File: config.mk
export PLATFORM = sky130hd
export DESIGN_NAME = led_sig_ctrl
export DESIGN_NICKNAME = d
export VERILOG_FILES = /design/src/rtl/led_sig_ctrl.sv
export SDC_FILE = /design/constraint.sdc
export NUM_CORES = 1
export LEC_CHECK = 0
export CAP_MARGIN = 40
export CORE_ASPECT_RATIO = 1.25
export CORE_UTILIZATION = 55
export CTS_BUF_LIST = sky130_fd_sc_hd__clkbuf_4 sky130_fd_sc_hd__clkbuf_8 sky130_fd_sc_hd__clkbuf_16
export CTS_CLUSTER_SIZE = 8
export DETAILED_ROUTE_END_ITERATION = 10
export PLACE_DENSITY = 0.73
export SYNTH_ARGS = -nofsm -noshare
export SYNTH_HDL_FRONTEND = slang
export SYNTH_SLANG_ARGS = --single-unit
File: constraint.sdc
create_clock -name clk -period 3.54 [get_ports clk]
set_clock_uncertainty 0.1 [all_clocks]
set_input_delay 0.354 -clock clk [delete_from_list [all_inputs] [get_ports clk]]
set_output_delay 0.354 -clock clk [all_outputs]
set_load 0.01 [all_outputs]
File: src/rtl/led_sig_ctrl.sv
// LED sequencer: synchronises and debounces ext_sig, then drives a polarity-corrected LED in
// FOLLOW / TOGGLE / BLINK / OFF modes. Define LED_SIG_CTRL_DIM_EN to add PWM dimming (PWM_DUTY/16).
module led_sig_ctrl #(
    parameter bit          LED_ACTIVE_LOW    = 1'b1,
    parameter int unsigned DEBOUNCE_CYCLES   = 250000,
    parameter int unsigned BLINK_HALF_PERIOD = 6250000
`ifdef LED_SIG_CTRL_DIM_EN
    ,
    parameter logic [3:0]  PWM_DUTY          = 4'd4
`endif
) (
    input  logic       clk,
    input  logic       rst_n,
    input  logic       ext_sig,
    input  logic [1:0] mode,
    output logic       led,
    output logic       sync_out,
    output logic       edge_pulse
);

    localparam int unsigned DB_W = $clog2(DEBOUNCE_CYCLES + 1);
    localparam int unsigned BL_W = $clog2(BLINK_HALF_PERIOD + 1);

    localparam logic [1:0] M_FOLLOW = 2'd0;
    localparam logic [1:0] M_TOGGLE = 2'd1;
    localparam logic [1:0] M_BLINK  = 2'd2;
    localparam logic [1:0] M_OFF    = 2'd3;

    logic            s1_q, s2_q;
    logic            stable_q, stable_d;
    logic            prev_q;
    logic            edge_q, edge_d;
    logic            tog_q, tog_d;
    logic            phase_q, phase_d;
    logic            led_q, led_d;
    logic [DB_W-1:0] db_cnt_q, db_cnt_d;
    logic [BL_W-1:0] bl_cnt_q, bl_cnt_d;
    logic [1:0]      mode_q, mode_d;
    logic            entry_c, lvl_c, eff_c;

`ifdef LED_SIG_CTRL_DIM_EN
    logic [3:0]      pwm_q, pwm_d;
`endif

    // Next-state and LED level decode
    always_comb begin
        mode_d   = mode;
        entry_c  = (mode_d != mode_q);
        stable_d = stable_q;
        db_cnt_d = '0;
        tog_d    = tog_q;
        bl_cnt_d = bl_cnt_q;
        phase_d  = phase_q;
        lvl_c    = 1'b0;

        // Level must differ for DEBOUNCE_CYCLES consecutive cycles before it is accepted
        if (s2_q != stable_q) begin
            if (db_cnt_q == DB_W'(DEBOUNCE_CYCLES - 1)) begin
                stable_d = s2_q;
                db_cnt_d = '0;
            end else begin
                db_cnt_d = db_cnt_q + DB_W'(1);
            end
        end

        edge_d = stable_q & ~prev_q;

        case (mode_q)
            M_FOLLOW: lvl_c = stable_q;
            M_TOGGLE: begin
                lvl_c = tog_q;
                if (edge_q) begin
                    tog_d = ~tog_q;
                end
            end
            M_BLINK: begin
                lvl_c = stable_q & phase_q;
                if (!stable_q) begin
                    bl_cnt_d = '0;
                    phase_d  = 1'b1;
                end else if (bl_cnt_q == BL_W'(BLINK_HALF_PERIOD - 1)) begin
                    bl_cnt_d = '0;
                    phase_d  = ~phase_q;
                end else begin
                    bl_cnt_d = bl_cnt_q + BL_W'(1);
                end
            end
            M_OFF:    lvl_c = 1'b0;
            default:  lvl_c = 1'b0;
        endcase

        // Entry happens on the same edge mode_q takes the new value, so it overrides any update above
        if (entry_c && (mode_d == M_TOGGLE)) begin
            tog_d = 1'b0;
        end
        if (entry_c && (mode_d == M_BLINK)) begin
            bl_cnt_d = '0;
            phase_d  = 1'b1;
        end

`ifdef LED_SIG_CTRL_DIM_EN
        pwm_d = pwm_q + 4'd1;
        eff_c = lvl_c & (pwm_q < PWM_DUTY);
`else
        eff_c = lvl_c;
`endif
        led_d = eff_c ^ LED_ACTIVE_LOW;
    end

    always_ff @(posedge clk or negedge rst_n) begin
        if (!rst_n) begin
            s1_q     <= 1'b0;
            s2_q     <= 1'b0;
            stable_q <= 1'b0;
            prev_q   <= 1'b0;
            edge_q   <= 1'b0;
            db_cnt_q <= '0;
            tog_q    <= 1'b0;
            bl_cnt_q <= '0;
            phase_q  <= 1'b0;
            mode_q   <= M_FOLLOW;
            led_q    <= LED_ACTIVE_LOW;
`ifdef LED_SIG_CTRL_DIM_EN
            pwm_q    <= 4'd0;
`endif
        end else begin
            s1_q     <= ext_sig;
            s2_q     <= s1_q;
            stable_q <= stable_d;
            prev_q   <= stable_q;
            edge_q   <= edge_d;
            db_cnt_q <= db_cnt_d;
            tog_q    <= tog_d;
            bl_cnt_q <= bl_cnt_d;
            phase_q  <= phase_d;
            mode_q   <= mode_d;
            led_q    <= led_d;
`ifdef LED_SIG_CTRL_DIM_EN
            pwm_q    <= pwm_d;
`endif
        end
    end

    assign led        = led_q;
    assign sync_out   = stable_q;
    assign edge_pulse = edge_q;

endmodule
* Word level (Yosys, flattened, before mapping)
Cells that the tools add are included.
** Operators by class
- Reductions and logical operators :: 9
- Bitwise operators :: 6
- Equality and inequality tests :: 10
- Mux-type cells :: 14
- Add/sub/neg operators :: 2
** Operator list (number)
- 23-bit two-way mux :: 4
- 18-bit two-way mux :: 2
- 23-bit by 1-bit adder with 23-bit output, second input constant :: 1
- 23-bit == test, second input constant :: 1
- 18-bit by 1-bit adder with 18-bit output, second input constant :: 1
- 18-bit == test, second input constant :: 1
- 1-bit two-way mux :: 7
- 2-bit == test, second input constant :: 3
- 2-bit AND reduction :: 3
- 2-bit nonzero test :: 3
- 2-bit by 1-bit == test with 1-bit output, second input constant :: 2
- 1-bit inverter :: 4
- 1-bit case mux with 4 select lines :: 1
- 3-bit by 1-bit inequality test with 1-bit output, second input constant :: 1
- 1-bit AND :: 2
- 1-bit logical AND :: 2
- 2-bit logical NOT :: 1
- 2-bit inequality test :: 1
- 1-bit inequality test :: 1
** Word-level totals
- Bits of input ports :: 5
- Output and inout port bits :: 3
- Flip-flop bits (word level) :: 51

* Depth between registers and ports, before layout
- Word-level depth :: 5
- Mapped depth :: 7
- Mapped depth without buffers :: 6

* Least setup slack after synthesis
OpenSTA, ideal clock, no wires.
- Path kind :: flip-flop to flip-flop
- Start point :: reg bl_cnt_q[7]
- End point :: reg bl_cnt_q[10]
- Stages on the path, launching flop included :: 8
- Arrival :: 1.552 ns
- Slack :: 1.764 ns
- Buffers on the path :: 2
- Clock period less this slack :: 1.776 ns
- Path through :: dfrtp_1 -> clkbuf_8 -> nor4_1 -> nand3_1 -> o21bai_4 -> buf_6 -> nor2_1 -> a211o_2
** On the way
- Cells in the longest elaborated chain, start to end :: 5
** Ends and longest elaborated chain
- from (decl) :: RTL line 37 : logic [BL_W-1:0] bl_cnt_q, bl_cnt_d;
- from (signal assigned) :: RTL line 134 : bl_cnt_q <= bl_cnt_d;
- 23-bit by 1-bit adder with 23-bit output or 23-bit == test (tied branches) :: RTL line 85, 81
- 23-bit two-way mux (*) :: RTL line 81 : end else if (bl_cnt_q == BL_W'(BLINK_HALF_PERIOD - 1)) begin
- 23-bit two-way mux (*) :: RTL line 78 : if (!stable_q) begin
- 23-bit two-way mux (*) :: RTL line 68 : case (mode_q)
- 23-bit two-way mux (*) :: RTL line 96 : if (entry_c && (mode_d == M_BLINK)) begin
Mark *: on every way between the ends. The rest lies on a longest branch, timed or not. The select of a mux whose other input is x is not followed.
A chain may end at the register's enable or synchronous reset.

* Final worst setup path
- Start point :: reg bl_cnt_q[7]
- End point :: reg bl_cnt_q[0]
** On the way
- Cells in the longest elaborated chain, start to end :: 5
** Ends and longest elaborated chain (RTL line)
- 23-bit == test :: 81
- 23-bit two-way mux :: 81
- 23-bit two-way mux :: 78
- 23-bit two-way mux :: 68
- 23-bit two-way mux :: 96
No other way between the ends. The select of a mux whose other input is x is not followed.

==> flow_metrics.env <==
export IMPL_nNetsFinal=292
export IMPL_final_core_util_pct=60.5
export IMPL_cts_root_buf="clkbuf_8"
export IMPL_reg2reg_slack_ps=1310
export IMPL_die_area_um2=5140
export IMPL_period_share_pct=63.1
export IMPL_yosysSeqAreaShare_pct=47.8
export IMPL_dp_hpwl_mm=3.69
export IMPL_die_h_um=79.9
export IMPL_post_cts_resized=0
export IMPL_rsz0062_at_grt="no"
export IMPL_pwr_share_clk_pct=39.0
export IMPL_worstPathArrival_ps=2330
export IMPL_synth_async_reset_ratio_pct=100
export IMPL_cts_setup_buffers=0
export IMPL_slew_violations=0
export IMPL_portBuffers=7
export IMPL_multi_input_area_um2=1280
export IMPL_drtAntennaViolNets=0
export IMPL_synthesis_nets=286
export IMPL_fillers=401
export IMPL_drv_cap=0
export IMPL_final_hold_violation_count=0
export IMPL_clk_latency_ps=300
export IMPL_hp_class="primary input to asynchronous set/reset pin"
export IMPL_timing_rr_start="bl_cnt_q[7]$_DFFE_PN0P_"
export IMPL_cts_hold_fix_buffers=0
export IMPL_drtIter0Drc=106
export IMPL_drt_total_wl_mm=5.22
export IMPL_startpoint="bl_cnt_q[7]$_DFFE_PN0P_"
export IMPL_wl_per_cell_um=15.1
export IMPL_critPathRequiredTime_ps=3640
export IMPL_grt_pass1_wl_mm=8.85
export IMPL_cts_clk_slew_worst_paths_ps=100
export IMPL_synth_edf_count=0
export IMPL_grt_pass1_vias=1967
export IMPL_grt_overflow=0
export IMPL_core_um2=4690
export IMPL_synth_flop_cell="dfrtp_1"
export IMPL_ys_warn_count=0
export IMPL_synth_avg_cell_area_um2=9.57
export IMPL_power_static_leakage_nw=1.16
export IMPL_netlist_cell_type_count=49
export IMPL_numCtsBuffers=5
export IMPL_maxSlewHeadroom_pct=42.0
export IMPL_p_comb_share_pct=4.2
export IMPL_outcome="finished, final reports clean"
export IMPL_antenna_found_initial=0
export IMPL_rr_endpoint="bl_cnt_q[0]$_DFFE_PN0P_"
export IMPL_dr_total_vias=2009
export IMPL_worst_setup_path_type="flop to flop"
export IMPL_yosys_top_cells_area="dfrtp_1 (47%), nor2_1 (5.2%), o21ai_0 (4.3%)"
export IMPL_p_int_uw=810
export IMPL_viasPerCell=5.81
export IMPL_antennaDiodeCount=0
export IMPL_worstPathMaxFanout=24
export IMPL_tightest_slew_ps=870
export IMPL_period_needed_ps=2230
export IMPL_synth_cells=279
export IMPL_yosys_area_top_type="dfrtp_1"
export IMPL_finalSetupViolCount=0
export IMPL_power_density_nw_per_um2=367
export IMPL_h_tree_depth=2
export IMPL_ff_latch_area_um2=1280
export IMPL_clkSinkCount=51
export IMPL_synth_top_area_share_pct=46.9
export IMPL_max_freq_mhz=448
export IMPL_switching_share_pct=22.2
export IMPL_clockBufferDepth=2
export IMPL_finalSetupTns_ps=0
export IMPL_die_w_um=64.3
export IMPL_ys_ff_latch=51
export IMPL_drc=0
export IMPL_finalWeightedCongestion=0.884
export IMPL_seq_power_share_pct=56.8
export IMPL_initial_core_util_pct=56.9
export IMPL_netlist_area_um2=2670
export IMPL_cts_tree="yes"
export IMPL_syn_to_final_growth_pct=6.33
export IMPL_grt_max_degree=36
export IMPL_cp_start_kind="flop"
export IMPL_ir_worst_vdd_mv=0.230
export IMPL_ios=8
export IMPL_reg2reg_depth=5
export IMPL_rows=28
export IMPL_grt_use_total_pct=22.3
export IMPL_dr_pass1_iters=4
export IMPL_crit_path_end_kind="flop"
export IMPL_switchingPower_uw=231
export IMPL_drive_above_1_share_pct=7.34
==> layer usage <==
| metal | track usage [%] | vias up | routed length (um) | share of wire, % |
|---|---|---|---|---|
| met5 | 0 | - | 0 | 0 |
| met4 | 10.2 | 0 | 153 | 2.9 |
| met3 | 4.00 | 15 | 113 | 2.2 |
| met2 | 38.2 | 26 | 2650 | 51 |
| met1 | 26.9 | 964 | 2300 | 44 |
| li1 | - | 1004 | - | - |
==> cells by family after synthesis <==
logic type	synth area share, %
AO/OA/AOI/OAI	12.1
buffers and inverters	4.26
flip-flops	47.8
XOR/XNOR	6.89
multiplexers	0.422
AND/OR/NAND/NOR	27.6
adder cells (fa/ha/maj)	0.937
==> worst max path at each step <==
stage                                     endpoint
after floorplan           bl_cnt_q[10]$_DFFE_PN0P_
after global placement     bl_cnt_q[0]$_DFFE_PN0P_
after detailed placement   bl_cnt_q[0]$_DFFE_PN0P_
after CTS                  bl_cnt_q[0]$_DFFE_PN0P_
after global routing       bl_cnt_q[0]$_DFFE_PN0P_
final                      bl_cnt_q[0]$_DFFE_PN0P_
==> power by group through the flow <==
stage          clock network, mW  registers, mW  logic (mW)
2_1_floorplan                  0          0.602      0.0259
3_3_place_gp                   0          0.603      0.0445
3_5_place_dp                   0          0.603      0.0450
4_1_cts                    0.414          0.592      0.0452
5_1_grt                    0.438          0.592      0.0518
6_report                   0.406          0.592      0.0439
==> area by class of cell <==
cell class                      count  area share (%)
Clock inverter                      3            1.54
Clock buffer                        5            2.42
Multi-Input combinational cell    213            45.0
Tap cell                           60            2.64
Timing Repair Buffer                8            2.56
Sequential cell                    51            45.0
Inverter                            6           0.793
==> cells in the final DEF, fill, tap and decap left out, types with 4 or more instances in the layout <==
master | netlist | layout
a21o_1 | 4 | 4
a21oi_1 | 7 | 7
a22o_1 | 5 | 5
and3_1 | 6 | 6
clkbuf_8 | 1 | 5
clkdlybuf4s50_1 | 0 | 6
dfrtp_1 | 50 | 50
inv_1 | 6 | 6
nand2_1 | 26 | 26
nand2b_1 | 5 | 5
nand3_1 | 15 | 15
nand4_1 | 10 | 10
nor2_1 | 37 | 37
nor2b_1 | 4 | 4
nor3_1 | 8 | 8
nor4_1 | 8 | 8
nor4b_1 | 5 | 5
o21ai_0 | 23 | 23
xnor2_1 | 9 | 9
xor2_1 | 12 | 12
==> critical path, cell delays in order, from the launching register on <==
cell and delay, ps:
dfrtp_1 500, nor4_1 320, nand3_1 200, o21bai_4 470, nor2_1 210, mux2_2 330
==> registers in the layout, indices dropped and copies added, names as in the netlist <==
name,flops
s1_q,1
bl_cnt_q,23
edge_pulse,1
tog_q,1
prev_q,1
sync_out,1
phase_q,1
mode_q,2
led,1
db_cnt_q,18
s2_q,1
==> per-stage QoR <==
| stage | hold WS [ps] | power [mW] | area (um2) | std cells | setup slack, ps |
|---|---|---|---|---|---|
| finish | 14.1 | 1.04 | 2840 | 346 | 1310 |
| global route | 76.9 | 1.08 | 2840 | 346 | 1070 |
| CTS | 36.2 | 1.05 | 2840 | 346 | 1290 |
| detailed placement | 235 | 0.648 | 2730 | 338 | 1100 |
| global placement | 233 | 0.647 | 2730 | 338 | 1140 |
| floorplan | -41.6 | 0.628 | 2670 | 279 | 1760 |
==> synthesized netlist by cell type (all sizes together) (7+ instances only) <==
| library cell | count |
|---|---|
| xor2 | 12 |
| a21oi | 8 |
| dfrtp | 50 |
| nor4 | 10 |
| nand3 | 15 |
| nor3 | 8 |
| o21ai | 24 |
| nor2 | 37 |
| buf | 7 |
| xnor2 | 9 |
| nand2 | 26 |
| nand4 | 11 |
Note: power is estimated with default switching activity, not from simulation.
